**src/rtl/frame_sequencer.sv**
```systemverilog
// Frame scheduler: exposure start, readout trigger on exposure done, FIFO-gated readout, frame counting.
// ro_trigger is combinational in ARM_RO (same cycle as qualifying inputs); waits on fifo_almost_full/ro_busy.
module frame_sequencer #(
  parameter int ROW_W   = 8,
  parameter int FRAME_W = 16,
  parameter int ACK_TO  = 15
) (
  input  logic               CLK,
  input  logic               rst_n,
  input  logic               start,
  input  logic               stop,
  input  logic [FRAME_W-1:0] num_frames,
  input  logic               overlap,
  input  logic               fifo_almost_full,
  input  logic               exp_trigger,
  input  logic               ro_busy,
  input  logic [ROW_W-1:0]   ROWADD_EXP,
  input  logic [ROW_W-1:0]   ROWADD_RO,
  output logic [ROW_W-1:0]   ROWADD,
  output logic               exp_start,
  output logic               ro_trigger,
  output logic               seq_busy,
  output logic [FRAME_W-1:0] frame_cnt,
  output logic               frame_done,
  output logic               overrun,
  output logic               ack_err
);

  typedef enum logic [2:0] {IDLE, EXPOSE, ARM_RO, RO_ACK, READOUT, NEXT} state_t;

  localparam int ACK_CW = (ACK_TO > 2) ? $clog2(ACK_TO) : 1;
  localparam logic [ACK_CW-1:0] ACK_LAST = ACK_CW'(ACK_TO - 2);

  state_t             state_q, state_d;
  logic [FRAME_W-1:0] nf_q, nf_d;
  logic               ovl_q, ovl_d;
  logic [FRAME_W-1:0] cnt_q, cnt_d;
  logic               overrun_q, overrun_d;
  logic               ack_err_q, ack_err_d;
  logic               pend_q, pend_d;
  logic               stop_req_q, stop_req_d;
  logic [ACK_CW-1:0]  ack_cnt_q, ack_cnt_d;
  logic               done_q, done_d;
  logic [ROW_W-1:0]   rowadd_q;
  logic               exp_start_c, ro_trig_c;
  logic [FRAME_W:0]   cnt_inc;
  logic               frames_remain, last_frame;

  // One bit wider so the remaining-frames compare cannot wrap at the top count.
  assign cnt_inc       = {1'b0, cnt_q} + {{FRAME_W{1'b0}}, 1'b1};
  assign frames_remain = (nf_q == '0) || (cnt_inc < {1'b0, nf_q});
  assign last_frame    = (nf_q != '0) && (cnt_q == nf_q);

  always_comb begin
    state_d     = state_q;
    nf_d        = nf_q;
    ovl_d       = ovl_q;
    cnt_d       = cnt_q;
    overrun_d   = overrun_q;
    ack_err_d   = ack_err_q;
    pend_d      = pend_q;
    stop_req_d  = stop_req_q;
    ack_cnt_d   = ack_cnt_q;
    done_d      = 1'b0;
    exp_start_c = 1'b0;
    ro_trig_c   = 1'b0;
    case (state_q)
      IDLE: begin
        if (start && !stop) begin
          state_d    = EXPOSE;
          nf_d       = num_frames;
          ovl_d      = overlap;
          cnt_d      = '0;
          overrun_d  = 1'b0;
          ack_err_d  = 1'b0;
          pend_d     = 1'b0;
          stop_req_d = 1'b0;
        end
      end
      EXPOSE: begin
        exp_start_c = 1'b1;
        if (stop)             state_d = IDLE;
        else if (exp_trigger) state_d = ARM_RO;
      end
      ARM_RO: begin
        if (stop) stop_req_d = 1'b1;
        if (!ro_busy && !fifo_almost_full) begin
          ro_trig_c = 1'b1;
          ack_cnt_d = '0;
          state_d   = RO_ACK;
        end
      end
      RO_ACK: begin
        if (stop) stop_req_d = 1'b1;
        if (ro_busy) begin
          state_d = READOUT;
        end else if (ack_cnt_q == ACK_LAST) begin
          ack_err_d = 1'b1;
          state_d   = IDLE;
        end else begin
          ack_cnt_d = ack_cnt_q + ACK_CW'(1);
        end
      end
      READOUT: begin
        if (stop) stop_req_d = 1'b1;
        exp_start_c = ovl_q && !stop_req_q && frames_remain;
        // A second completed exposure has nowhere to go; flag it and drop it.
        if (ovl_q && exp_trigger) begin
          if (pend_q) overrun_d = 1'b1;
          else        pend_d    = 1'b1;
        end
        if (!ro_busy) begin
          cnt_d   = cnt_inc[FRAME_W-1:0];
          done_d  = 1'b1;
          state_d = NEXT;
        end
      end
      NEXT: begin
        if (stop_req_q || stop || last_frame) begin
          state_d    = IDLE;
          pend_d     = 1'b0;
          stop_req_d = 1'b0;
        end else if (pend_q) begin
          pend_d  = 1'b0;
          state_d = ARM_RO;
        end else begin
          state_d = EXPOSE;
        end
      end
      default: state_d = IDLE;
    endcase
  end

  always_ff @(posedge CLK or negedge rst_n) begin
    if (!rst_n) begin
      state_q    <= IDLE;
      nf_q       <= '0;
      ovl_q      <= 1'b0;
      cnt_q      <= '0;
      overrun_q  <= 1'b0;
      ack_err_q  <= 1'b0;
      pend_q     <= 1'b0;
      stop_req_q <= 1'b0;
      ack_cnt_q  <= '0;
      done_q     <= 1'b0;
      rowadd_q   <= '0;
    end else begin
      state_q    <= state_d;
      nf_q       <= nf_d;
      ovl_q      <= ovl_d;
      cnt_q      <= cnt_d;
      overrun_q  <= overrun_d;
      ack_err_q  <= ack_err_d;
      pend_q     <= pend_d;
      stop_req_q <= stop_req_d;
      ack_cnt_q  <= ack_cnt_d;
      done_q     <= done_d;
      rowadd_q   <= ro_busy ? ROWADD_RO : ROWADD_EXP;
    end
  end

  assign ROWADD     = rowadd_q;
  assign exp_start  = exp_start_c;
  assign ro_trigger = ro_trig_c;
  assign seq_busy   = (state_q != IDLE);
  assign frame_cnt  = cnt_q;
  assign frame_done = done_q;
  assign overrun    = overrun_q;
  assign ack_err    = ack_err_q;

endmodule

```
**config.mk**
```make
export PLATFORM = sky130hd
export DESIGN_NAME = frame_sequencer
export DESIGN_NICKNAME = d
export VERILOG_FILES = /design/src/rtl/frame_sequencer.sv
export SDC_FILE = /design/constraint.sdc
export NUM_CORES = 1
export LEC_CHECK = 0
export CORE_UTILIZATION = 45
export CTS_CLUSTER_SIZE = 10
export DETAILED_ROUTE_END_ITERATION = 8
export PLACE_DENSITY_LB_ADDON = 0.12
export REMOVE_ABC_BUFFERS = 1
export SYNTH_ARGS = -nofsm -noshare
export SYNTH_HDL_FRONTEND = slang
export SYNTH_SLANG_ARGS = --single-unit
```
**constraint.sdc**
```tcl
create_clock -name CLK -period 6.1 [get_ports CLK]
set_input_delay 1.83 -clock CLK [delete_from_list [all_inputs] [get_ports CLK]]
set_output_delay 1.83 -clock CLK [all_outputs]
set_load 0.005 [all_outputs]
```
Yosys cells after proc, flatten, opt, wreduce, memory -nomap -nowiden:

Index checks and enable logic that the tools add are counted.

* $add $sub $neg: 2
* mux-type cells: 35
* reductions and logical operators: 31
* equal/unequal tests: 19
* magnitude comparators: 1

Operators with widths (number)
* 2-to-1 mux 16 bit: 2
* case mux 16 bit (2 select lines): 1
* 2-to-1 mux 3 bit: 7
* != test 2 bit, second input constant: 9
* case mux 3 bit (6 select lines): 1
* adder 16 x 1 -> 17 bit, second input constant: 1
* < comparator 17 x 16 -> 1 bit: 1
* == test 16 bit: 1
* zero test 16 bit: 1
* AND reduction 4 bit: 4
* nonzero test 16 bit: 1
* 2-to-1 mux 1 bit: 12
* 2-to-1 mux 4 bit: 3
* nonzero test 3 bit: 3
* 2-to-1 mux 8 bit: 1
* case mux 4 bit (2 select lines): 1
* == test 3 x 2 -> 1 bit, second input constant: 2
* == test 3 bit, second input constant: 2
* logical AND 1 bit: 6
* != test 3 bit, second input constant: 2
* case mux 1 bit (2 select lines): 3
* case mux 1 bit (3 select lines): 2
* AND reduction 3 bit: 2
* nonzero test 2 bit: 3
* 11 further kinds: 17

* input bits: 40
* logic and storage cells: 99
* register bits after elaboration: 53
* output and inout bits: 30

Longest topological paths before layout:

Gate-level depths: netlist (run 1).

* depth after elaboration: 5
* gate-level depth with buffers: 11
* mapped depth without buffers: 11

Worst setup path after synthesis (run 1):

Ideal clock, no wire load.

* path kind: input -> output
* start point: input ro_busy
* end point: output ro_trigger
* required time: 4.270 ns
* path buffers: 0
* setup slack: 2.009 ns
* cell stages on the path: 1
* arrival: 2.261 ns
* path through: nor4_1

* longest elaborated chain between the ends: 4

RTL lines
* from (decl): RTL line 16 `input logic ro_busy,`
* zero test 1 bit
* logical AND 1 bit: RTL line 87 `if (!ro_busy && !fifo_almost_full) begin`
* 2-to-1 mux 1 bit: RTL line 87
* 2-to-1 mux 1 bit: RTL line 67 `case (state_q)`
* to (decl): RTL line 21 `output logic ro_trigger,`

Every way passes these cells.

Worst setup path in the final report (run 1):

* start point: register cnt_q[0], in the netlist frame_cnt[0]
* end point: output exp_start

* longest elaborated chain between the ends: 5

RTL lines
* from (decl): RTL line 37 `logic [FRAME_W-1:0] cnt_q, cnt_d;`
* from (signal assigned): RTL line 151 `cnt_q <= cnt_d;`
* adder 16 x 1 -> 17 bit: RTL line 50 `assign cnt_inc = {1'b0, cnt_q} + {{FRAME_W{1'b0}}, 1'b1};`
* < comparator 17 x 16 -> 1 bit: RTL line 51 `assign frames_remain = (nf_q == '0) || (cnt_inc < {1'b0, nf_q});`
* logical OR 1 bit: RTL line 51
* logical AND 1 bit: RTL line 106 `exp_start_c = ovl_q && !stop_req_q && frames_remain;`
* case mux 1 bit (2 select lines): RTL line 67
* to (decl): RTL line 20 `output logic exp_start,`

Every way passes these cells.

==> impl_results.rst, run 1 <==
.. list-table::
   :header-rows: 1

   * - Metric
     - Value
   * - Status
     - complete, no violations
   * - Weighted congestion reported at the end of routability-driven placement
     - 0.811
   * - Portion of total power attributed to the clock network
     - roughly a fifth
   * - Filler cells
     - 624
   * - Yosys reg bits
     - between 50 and 60
   * - Design Area, Final
     - a little over 4000 um^2
   * - Antenna Diode Count
     - 0
   * - Wire length of the first global-routing pass
     - 12800 um
   * - Placement Cell Area
     - 4030 um^2
   * - Storage cell area
     - ~1300 um^2
   * - Upper clock frequency limit
     - between 150 and 200 MHz
   * - Critical path startpoint category
     - flop
   * - Final setup skew
     - between 0.015 and 0.02 ns
   * - Fraction of post-synthesis cell area in the top cell type by area
     - ~40%
   * - Clock latency on the worst-skew pair
     - approximately 0.31 ns
   * - Detail Placement HPWL
     - 5550 um
   * - Logic gate share of total power
     - 36.6%
   * - Overall die width
     - approximately 87 um
   * - Cell with the most instances after synthesis
     - dfrtp_1
   * - Post-detailed-route via-to-cell ratio
     - about 5.5
   * - Metal-1 WL
     - approximately 3500 um
   * - Floorplan die area
     - roughly 7700 um^2
   * - PostCTS Resize Cnt
     - 0
   * - Reported leakage power
     - ~1.9 nW
   * - Type of the most critical hold path
     - reg2reg
   * - Post-synthesis instance total
     - about 330
   * - Kind of capture point of the worst setup path
     - primary output
   * - Number of detailed-routing iterations run before antenna repair
     - 4
   * - Delay of the slowest cell on the worst path
     - approximately 0.53 ns
   * - DRT Wirelength
     - ~7400 um
   * - Largest voltage drop on the vdd net
     - about 150 uV
   * - Max-slew violation count
     - 0
   * - I/O pin cnt
     - 70
   * - Area overhead of the layout relative to synthesis
     - 26.2%
   * - Leading register cell type out of synthesis
     - dfrtp_1
   * - Count of endpoints failing setup in the final report
     - 0
   * - Initial antenna violation count
     - 0
   * - Number of synthesized flops with an enable pin
     - 0
   * - Net Sw Frac
     - a little under two fifths
   * - Cts hold-fix bufs
     - 0
   * - Post-synthesis instance area
     - 3290 um^2
   * - Setup repair after global routing missed its margin
     - false
   * - Clock transition time at the flip-flop clock pins of the worst setup and hold paths
     - around 0.1 ns
   * - Final min period
     - 5.35 ns
   * - Instance count after placement with tap cells included
     - around 480
   * - Maximum fanout encountered on the critical timing path
     - 9
   * - Count of placed standard cells in the final layout, fillers left out
     - approximately 500
   * - Share of flip-flops with an asynchronous set or reset after synthesis
     - 100%
   * - Number of clock sinks
     - 53
   * - Starting density of the core
     - a little under half
   * - Post-CTS setup buffers
     - 0
   * - Pwr Density
     - between 300 and 400 nW/um^2
   * - Cell at the root of the clock tree
     - clkbuf_8
   * - Count of final hold-check violations
     - 0
   * - Largest buffer count on any clock path
     - 2
   * - Slowest CP cell
     - dfrtp_1
   * - Detailed router's first-iteration violation count
     - around 130
   * - Critical path required time
     - roughly 4.3 ns
   * - DR WL/cell
     - between 15 and 20 um
   * - Measured slew at the worst slew-check pin
     - around 0.66 ns
   * - Clock buffer count from CTS
     - 5
   * - Fraction of final layout cells with drive strength greater than 1
     - between 10 and 15%
   * - Net load switching power
     - 0.499 mW
   * - Worst Setup Path Type
     - reg2out
   * - DRC Markers
     - 0
   * - # Max-Cap Violations
     - 0
   * - Dominant cell type by area after synthesis
     - dfrtp_1
   * - Number of rows created at floorplan
     - 30
   * - Total core area
     - a little under 7000 um^2
   * - Count of different cell masters after synthesis
     - 53
   * - Post-Route Setup TNS
     - 0 ns
   * - Die Y-Extent
     - about 87 um
   * - I/O Buffers
     - a little under 70
   * - Clock tree from TritonCTS
     - built
   * - Largest net degree at the start of global routing
     - 54
   * - Top routing layer in use
     - met4
   * - Most instantiated cells after synthesis
     - 53 x dfrtp_1, 26 x mux2_2, 24 x inv_1
   * - Seq/Total Area, Yosys
     - between 40 and 50%
   * - Overall routing resource usage
     - about a fifth
   * - Vias in the first global route
     - roughly 2600
   * - Nets
     - 449
   * - Worst path arrival time
     - around 3.5 ns
   * - Area contributors post-synth
     - dfrtp_1 40%, mux2_2 8.9%, ha_1 7.2%, xor2_1 6.1%, o21ai_0 3.2%
   * - Sequential group share of total power
     - around 45%
   * - Worst max-slew margin expressed relative to the limit
     - a little under three fifths
   * - Average cell area after synthesis
     - between 10 and 15 um^2
   * - Area of combinational cells with multiple inputs
     - 1800 um^2
   * - Critical path, cell by cell
     - ha_1 -> nand3_1 -> nor2_1 -> nand3_1 -> xnor2_1 -> ha_1 -> a21oi_1 -> nor2_1 -> a211oi_1 -> o21ai_0 -> a21oi_1 -> clkdlybuf4s50_1
   * - Count of vias placed by the detailed router
     - approximately 2700
   * - Period utilization
     - between 80 and 90%
   * - Count of warnings emitted by yosys
     - 0
   * - Metal2 WL
     - ~3500 um
   * - Remaining global-route overflow
     - 0
   * - H-tree lvl count
     - 2
   * - Internal power
     - between 0.8 and 0.9 mW
   * - Routed wl met3
     - around 360 um
   * - Antenna-violating nets left
     - 0
-- state kept, by name, summed over array words and instances, names as in the netlist --
register and flops:
ack_err 1, ovl_q 1, nf_q 16, ack_cnt_q 4, pend_q 1, ROWADD 8, frame_done 1, overrun 1
state_q 3, stop_req_q 1, frame_cnt 16
-- logic make-up after synthesis --
family                   synth area share, %
AND/OR/NAND/NOR                         16.6
AO/OA/AOI/OAI                           13.1
flip-flops                              40.4
buffers and inverters                   5.02
XOR/XNOR                                8.76
multiplexers                            8.91
adder cells (fa/ha/maj)                 7.23
-- metal layers --
metal / vias up / global-route usage [%]
met5: - / 0
met4: 0 / 5.22
met3: 7 / 4.27
met2: 69 / 34.3
met1: 1289 / 29.5
li1: 1293 / -
-- cell type report --
type	count	area share (%)
Timing Repair Buffer	71	16.9
Clock buffer	5	1.66
Multi-Input combinational cell	235	43.3
Tap cell	96	2.90
Sequential cell	53	32.0
Clock inverter	3	1.15
Inverter	24	2.17
-- per-stage QoR --
stage | utilization (%) | hold slack, ns | total power [mW] | setup WS [ns]
finish | 60.1 | 0.553 | 1.33 | 0.751
global route | 60.1 | 0.573 | 1.44 | 0.510
CTS | 60.1 | 0.559 | 1.34 | 0.782
detailed placement | 58.4 | 0.528 | 1.09 | 0.881
global placement | 58.4 | 0.534 | 1.07 | 1.00
floorplan | - | 0.495 | 0.887 | 2.00
-- cell usage in the layout, fill, tap and decap left out, drive strengths merged, types with 4 or more instances in the layout --
cell	netlist	layout
clkdlybuf4s50	0	68
dfrtp	53	53
mux2	26	26
inv	24	26
o21ai	24	24
xor2	23	23
nor2	21	21
nand2	19	19
ha	19	19
a21oi	11	11
nand4	11	11
nor4	11	11
nand3	10	10
xnor2	9	9
a22o	7	7
clkbuf	4	5
and2	4	4
-- worst max-delay path: cells and delay by family, from the launching register on --
family	cells	cell delay (ns)
AND/OR/NAND/NOR	4	0.64
AO/OA/AOI/OAI	4	0.69
adder cells (fa/ha/maj)	2	0.59
flip-flops	1	0.53
buffers and inverters	1	0.52
XOR/XNOR	1	0.24
-- power groups by stage --
stage / clock (mW) / sequential, mW / combinational (mW)
2_1_floorplan: 0 / 0.552 / 0.335
3_3_place_gp: 0 / 0.595 / 0.477
3_5_place_dp: 0 / 0.600 / 0.486
4_1_cts: 0.259 / 0.592 / 0.491
5_1_grt: 0.271 / 0.611 / 0.555
6_report: 0.252 / 0.592 / 0.486
-- path summary, 6_finish.rpt --
kind / start / endpoint / slack, ns / cells past startpoint
max: frame_cnt[0] / exp_start / 0.75 / 12
min: ack_cnt_q[3] / ack_cnt_q[3] / 0.55 / 2
max reg2reg: state_q[0] / frame_cnt[13] / 3.70 / 5
min reg2reg: ack_cnt_q[3] / ack_cnt_q[3] / 0.55 / 2
max in group asynchronous: rst_n / nf_q[8] / 4.02 / 2
min in group asynchronous: rst_n / state_q[1] / 1.61 / 2
Power figures use the tool's default switching activity.
==> inputs of run 2 (changes only) <==
--- a/config.mk
+++ b/config.mk
@@ -6,7 +6,7 @@
 export NUM_CORES = 1
 export LEC_CHECK = 0
 export CORE_UTILIZATION = 45
-export CTS_CLUSTER_SIZE = 10
+export CTS_CLUSTER_DIAMETER = 100
 export DETAILED_ROUTE_END_ITERATION = 8
 export PLACE_DENSITY_LB_ADDON = 0.12
 export REMOVE_ABC_BUFFERS = 1
==> results of run 2 <==
Final layout, timing and power as in run 1 (identical DEF).
==> inputs of run 3 (changes only) <==
--- a/config.mk
+++ b/config.mk
@@ -8,7 +8,7 @@
 export CORE_UTILIZATION = 45
 export CTS_CLUSTER_DIAMETER = 100
 export DETAILED_ROUTE_END_ITERATION = 8
-export PLACE_DENSITY_LB_ADDON = 0.12
+export DONT_BUFFER_PORTS = 1
 export REMOVE_ABC_BUFFERS = 1
 export SYNTH_ARGS = -nofsm -noshare
 export SYNTH_HDL_FRONTEND = slang
==> run 3 against run 2 <==
Utilization is 10 points lower. Setup slack improved by 0.51 ns. Power down 7.3%. Clock-buffer cell count is the same. Maximum frequency grew 10%. Critical path depth decreased by 1. Via count decreased by 11%. Flip-flop and latch count unchanged. First-iteration DRC count grew 27%. Critical path type unchanged. Largest power group unchanged.
==> impl_results.rst, run 3 (synthesis gave the netlist of run 1 again) <==
.. list-table::
   :header-rows: 1

   * - Metric
     - Value
   * - Post-detailed-route via-to-cell ratio
     - 5.70 (+4.5%)
   * - Clock transition time at the flip-flop clock pins of the worst setup and hold paths
     - 0.12 ns (+0.02 ns)
   * - Floorplan die area
     - 7650 um^2 (unchanged)
   * - Worst hold slack after final layout
     - 0.560 ns (+0.00674 ns)
   * - Post-Route Setup TNS
     - 0 ns (unchanged)
   * - Antenna-violating nets left
     - 0 (unchanged)
   * - Remaining global-route overflow
     - 0 (unchanged)
   * - I/O Buffers
     - 0 (-100%)
   * - Detail Placement HPWL
     - 5440 um (-1.9%)
   * - # Max-Cap Violations
     - 0 (unchanged)
   * - Final min period
     - 4.84 ns (-0.505 ns)
   * - PostCTS Resize Cnt
     - 0 (unchanged)
   * - I/O pin cnt
     - 70 (unchanged)
   * - Worst setup margin
     - 1.26 ns (+0.505 ns)
   * - Initial antenna violation count
     - 0 (unchanged)
   * - Logic gate share of total power
     - 33.6% (-3.0 points)
   * - DRT Wirelength
     - 7380 um (-0.65%)
   * - Overall routing resource usage
     - 20.4% (-1.0 points)
   * - Number of rows created at floorplan
     - 30 (unchanged)
   * - Delay of the slowest cell on the worst path
     - 0.52 ns (about the same)
   * - H-tree lvl count
     - 2 (unchanged)
   * - Total core area
     - 6910 um^2 (unchanged)
   * - Cts hold-fix bufs
     - 0 (unchanged)
   * - Portion of total power attributed to the clock network
     - 18.1% (-0.8 points)
   * - Critical path required time
     - 4.27 ns (about the same)
   * - Clock latency on the worst-skew pair
     - 0.32 ns (about the same)
   * - Type of the most critical hold path
     - reg2reg
   * - Net load switching power
     - 0.499 mW (about the same)
   * - Critical path startpoint category
     - flop
   * - Antenna Diode Count
     - 0 (unchanged)
   * - Kind of capture point of the worst setup path
     - primary output
   * - Setup repair after global routing missed its margin
     - false
   * - Commonest non-fill, non-tap cells in the layout
     - 53 x dfrtp_1, 26 x mux2_2, 24 x inv_1
   * - Most common library cell in the layout ignoring fill and taps
     - dfrtp_1
   * - Largest voltage drop on the vdd net
     - 209 uV (+36%)
   * - Worst setup slack before clock tree synthesis
     - 1.60 ns (+0.722 ns)
   * - DR WL/cell
     - 17.7 um (+16%)
   * - Worst path arrival time
     - 3.01 ns (-0.51 ns)
   * - Net Sw Frac
     - 40.4% (+2.9 points)
   * - Design Area, Final
     - 3430 um^2 (-17%)
   * - Clock tree from TritonCTS
     - built
   * - Pwr Density
     - 360 nW/um^2 (+12%)
   * - Placement Cell Area
     - 3330 um^2 (-17%)
   * - Slowest CP cell
     - dfrtp_1
   * - Number of clock sinks
     - 53 (unchanged)
   * - Upper clock frequency limit
     - 206 MHz (+10%)
   * - Reported leakage power
     - 1.60 nW (-15%)
   * - Post-CTS setup buffers
     - 0 (unchanged)
   * - Largest buffer count on any clock path
     - 2 (unchanged)
   * - Sequential group share of total power
     - 48.3% (+3.8 points)
   * - Weighted congestion reported at the end of routability-driven placement
     - 0.808 (-0.38%)
   * - Overall die width
     - 87.5 um (unchanged)
   * - DRC Markers
     - 0 (unchanged)
   * - Nets
     - 378 (-16%)
   * - Max-slew violation count
     - 0 (unchanged)
   * - Number of detailed-routing iterations run before antenna repair
     - 4 (unchanged)
   * - Wire length of the first global-routing pass
     - 11900 um (-7.1%)
   * - Maximum fanout encountered on the critical timing path
     - 8 (-1)
   * - Worst max-slew margin expressed relative to the limit
     - 59.3% (+3.6 points)
   * - Status
     - complete, no violations
   * - Final setup skew
     - 0.0106 ns (-0.00605 ns)
   * - Starting density of the core
     - 47.6% (unchanged)
   * - Measured slew at the worst slew-check pin
     - 0.611 ns (-0.0541 ns)
   * - Count of endpoints failing setup in the final report
     - 0 (unchanged)
   * - Detailed router's first-iteration violation count
     - 168 (+27%)
   * - Worst Setup Path Type
     - reg2out
   * - Period utilization
     - 79.4% (-8.3 points)
   * - Cell at the root of the clock tree
     - clkbuf_8
   * - Fraction of final layout cells with drive strength greater than 1
     - 14.1% (+1.8 points)
   * - Overall power
     - 1.23 mW (-7.3%)
   * - Vias in the first global route
     - 2296 (-13%)
   * - Largest net degree at the start of global routing
     - 54 (unchanged)
   * - Die Y-Extent
     - 87.5 um (unchanged)
   * - Clock buffer count from CTS
     - 5 (unchanged)
   * - Count of final hold-check violations
     - 0 (unchanged)
   * - Count of vias placed by the detailed router
     - 2373 (-11%)
   * - Critical path, cell by cell
     - ha_1 -> nand3_1 -> nor2_1 -> nand3_1 -> xnor2_1 -> ha_1 -> a21oi_1 -> nor2_1 -> a211oi_1 -> o21ai_0 -> a21oi_1
   * - Area overhead of the layout relative to synthesis
     - 4.34%
   * - Internal power
     - 0.735 mW (-12%)
[run 3: cell count changes in the layout (fill, tap and decap cells not counted), sizes merged]
cell,previous run,this run
buf,3,0
clkdlybuf4s50,68,0
bufinv,1,0
clkinv,0,1
[run 3: area by class of cell]
| class | count | area, um^2 |
|---|---|---|
| clock buffer | 5 | 68.8 |
| clock inverter | 3 | 28.8 |
| fill | 662 | 3480 |
| inverter | 24 | 90.1 |
| multi-input combinational | 235 | 1800 |
| sequential | 53 | 1330 |
| tap | 96 | 120 |
[run 3: metrics by stage]
| step | utilization (%) | cells |
|---|---|---|
| 5_1_grt | 49.7 | 416 |
| 2_1_floorplan | - | 312 |
| 4_1_cts | 49.7 | 416 |
| 3_3_place_gp | 48.2 | 408 |
| 3_5_place_dp | 48.2 | 408 |
| 6_report | 49.7 | 416 |
[run 3: worst paths after layout]
| kind | start | to | slack [ns] | depth (start not counted) |
|---|---|---|---|---|
| worst min-delay path | ack_cnt_q[3] | ack_cnt_q[3] | 0.56 | 2 |
| max in group asynchronous | rst_n | frame_cnt[3] | 4.80 | 0 |
| worst max register to register | state_q[0] | frame_cnt[13] | 3.65 | 5 |
| worst min register to register | ack_cnt_q[3] | ack_cnt_q[3] | 0.56 | 2 |
| worst max-delay path | frame_cnt[1] | exp_start | 1.26 | 11 |
| min in group asynchronous | rst_n | ROWADD[7] | 1.18 | 0 |
[run 3: critical path, delay by kind of cell (launching register included)]
| kind | cells | cell delay (ns) |
|---|---|---|
| AND/OR/NAND/NOR | 4 | 0.63 |
| XOR/XNOR | 1 | 0.23 |
| flip-flops | 1 | 0.52 |
| AO/OA/AOI/OAI | 4 | 0.71 |
| adder cells (fa/ha/maj) | 2 | 0.62 |
[run 3: per-layer routing]
metal	GRT usage [%]	vias up	part of all wire, %
li1	-	1147	-
met1	28.9	1156	48
met2	31.7	64	45
met3	4.55	6	5.6
met4	4.47	0	0.77
met5	0	-	0
[run 3: power groups by stage]
stage | clock [mW] | sequential, mW | combinational, mW
after floorplan | 0 | 0.552 | 0.335
after global placement | 0 | 0.601 | 0.400
after detailed placement | 0 | 0.603 | 0.410
after CTS | 0.227 | 0.596 | 0.415
after global routing | 0.241 | 0.613 | 0.469
final | 0.223 | 0.596 | 0.415
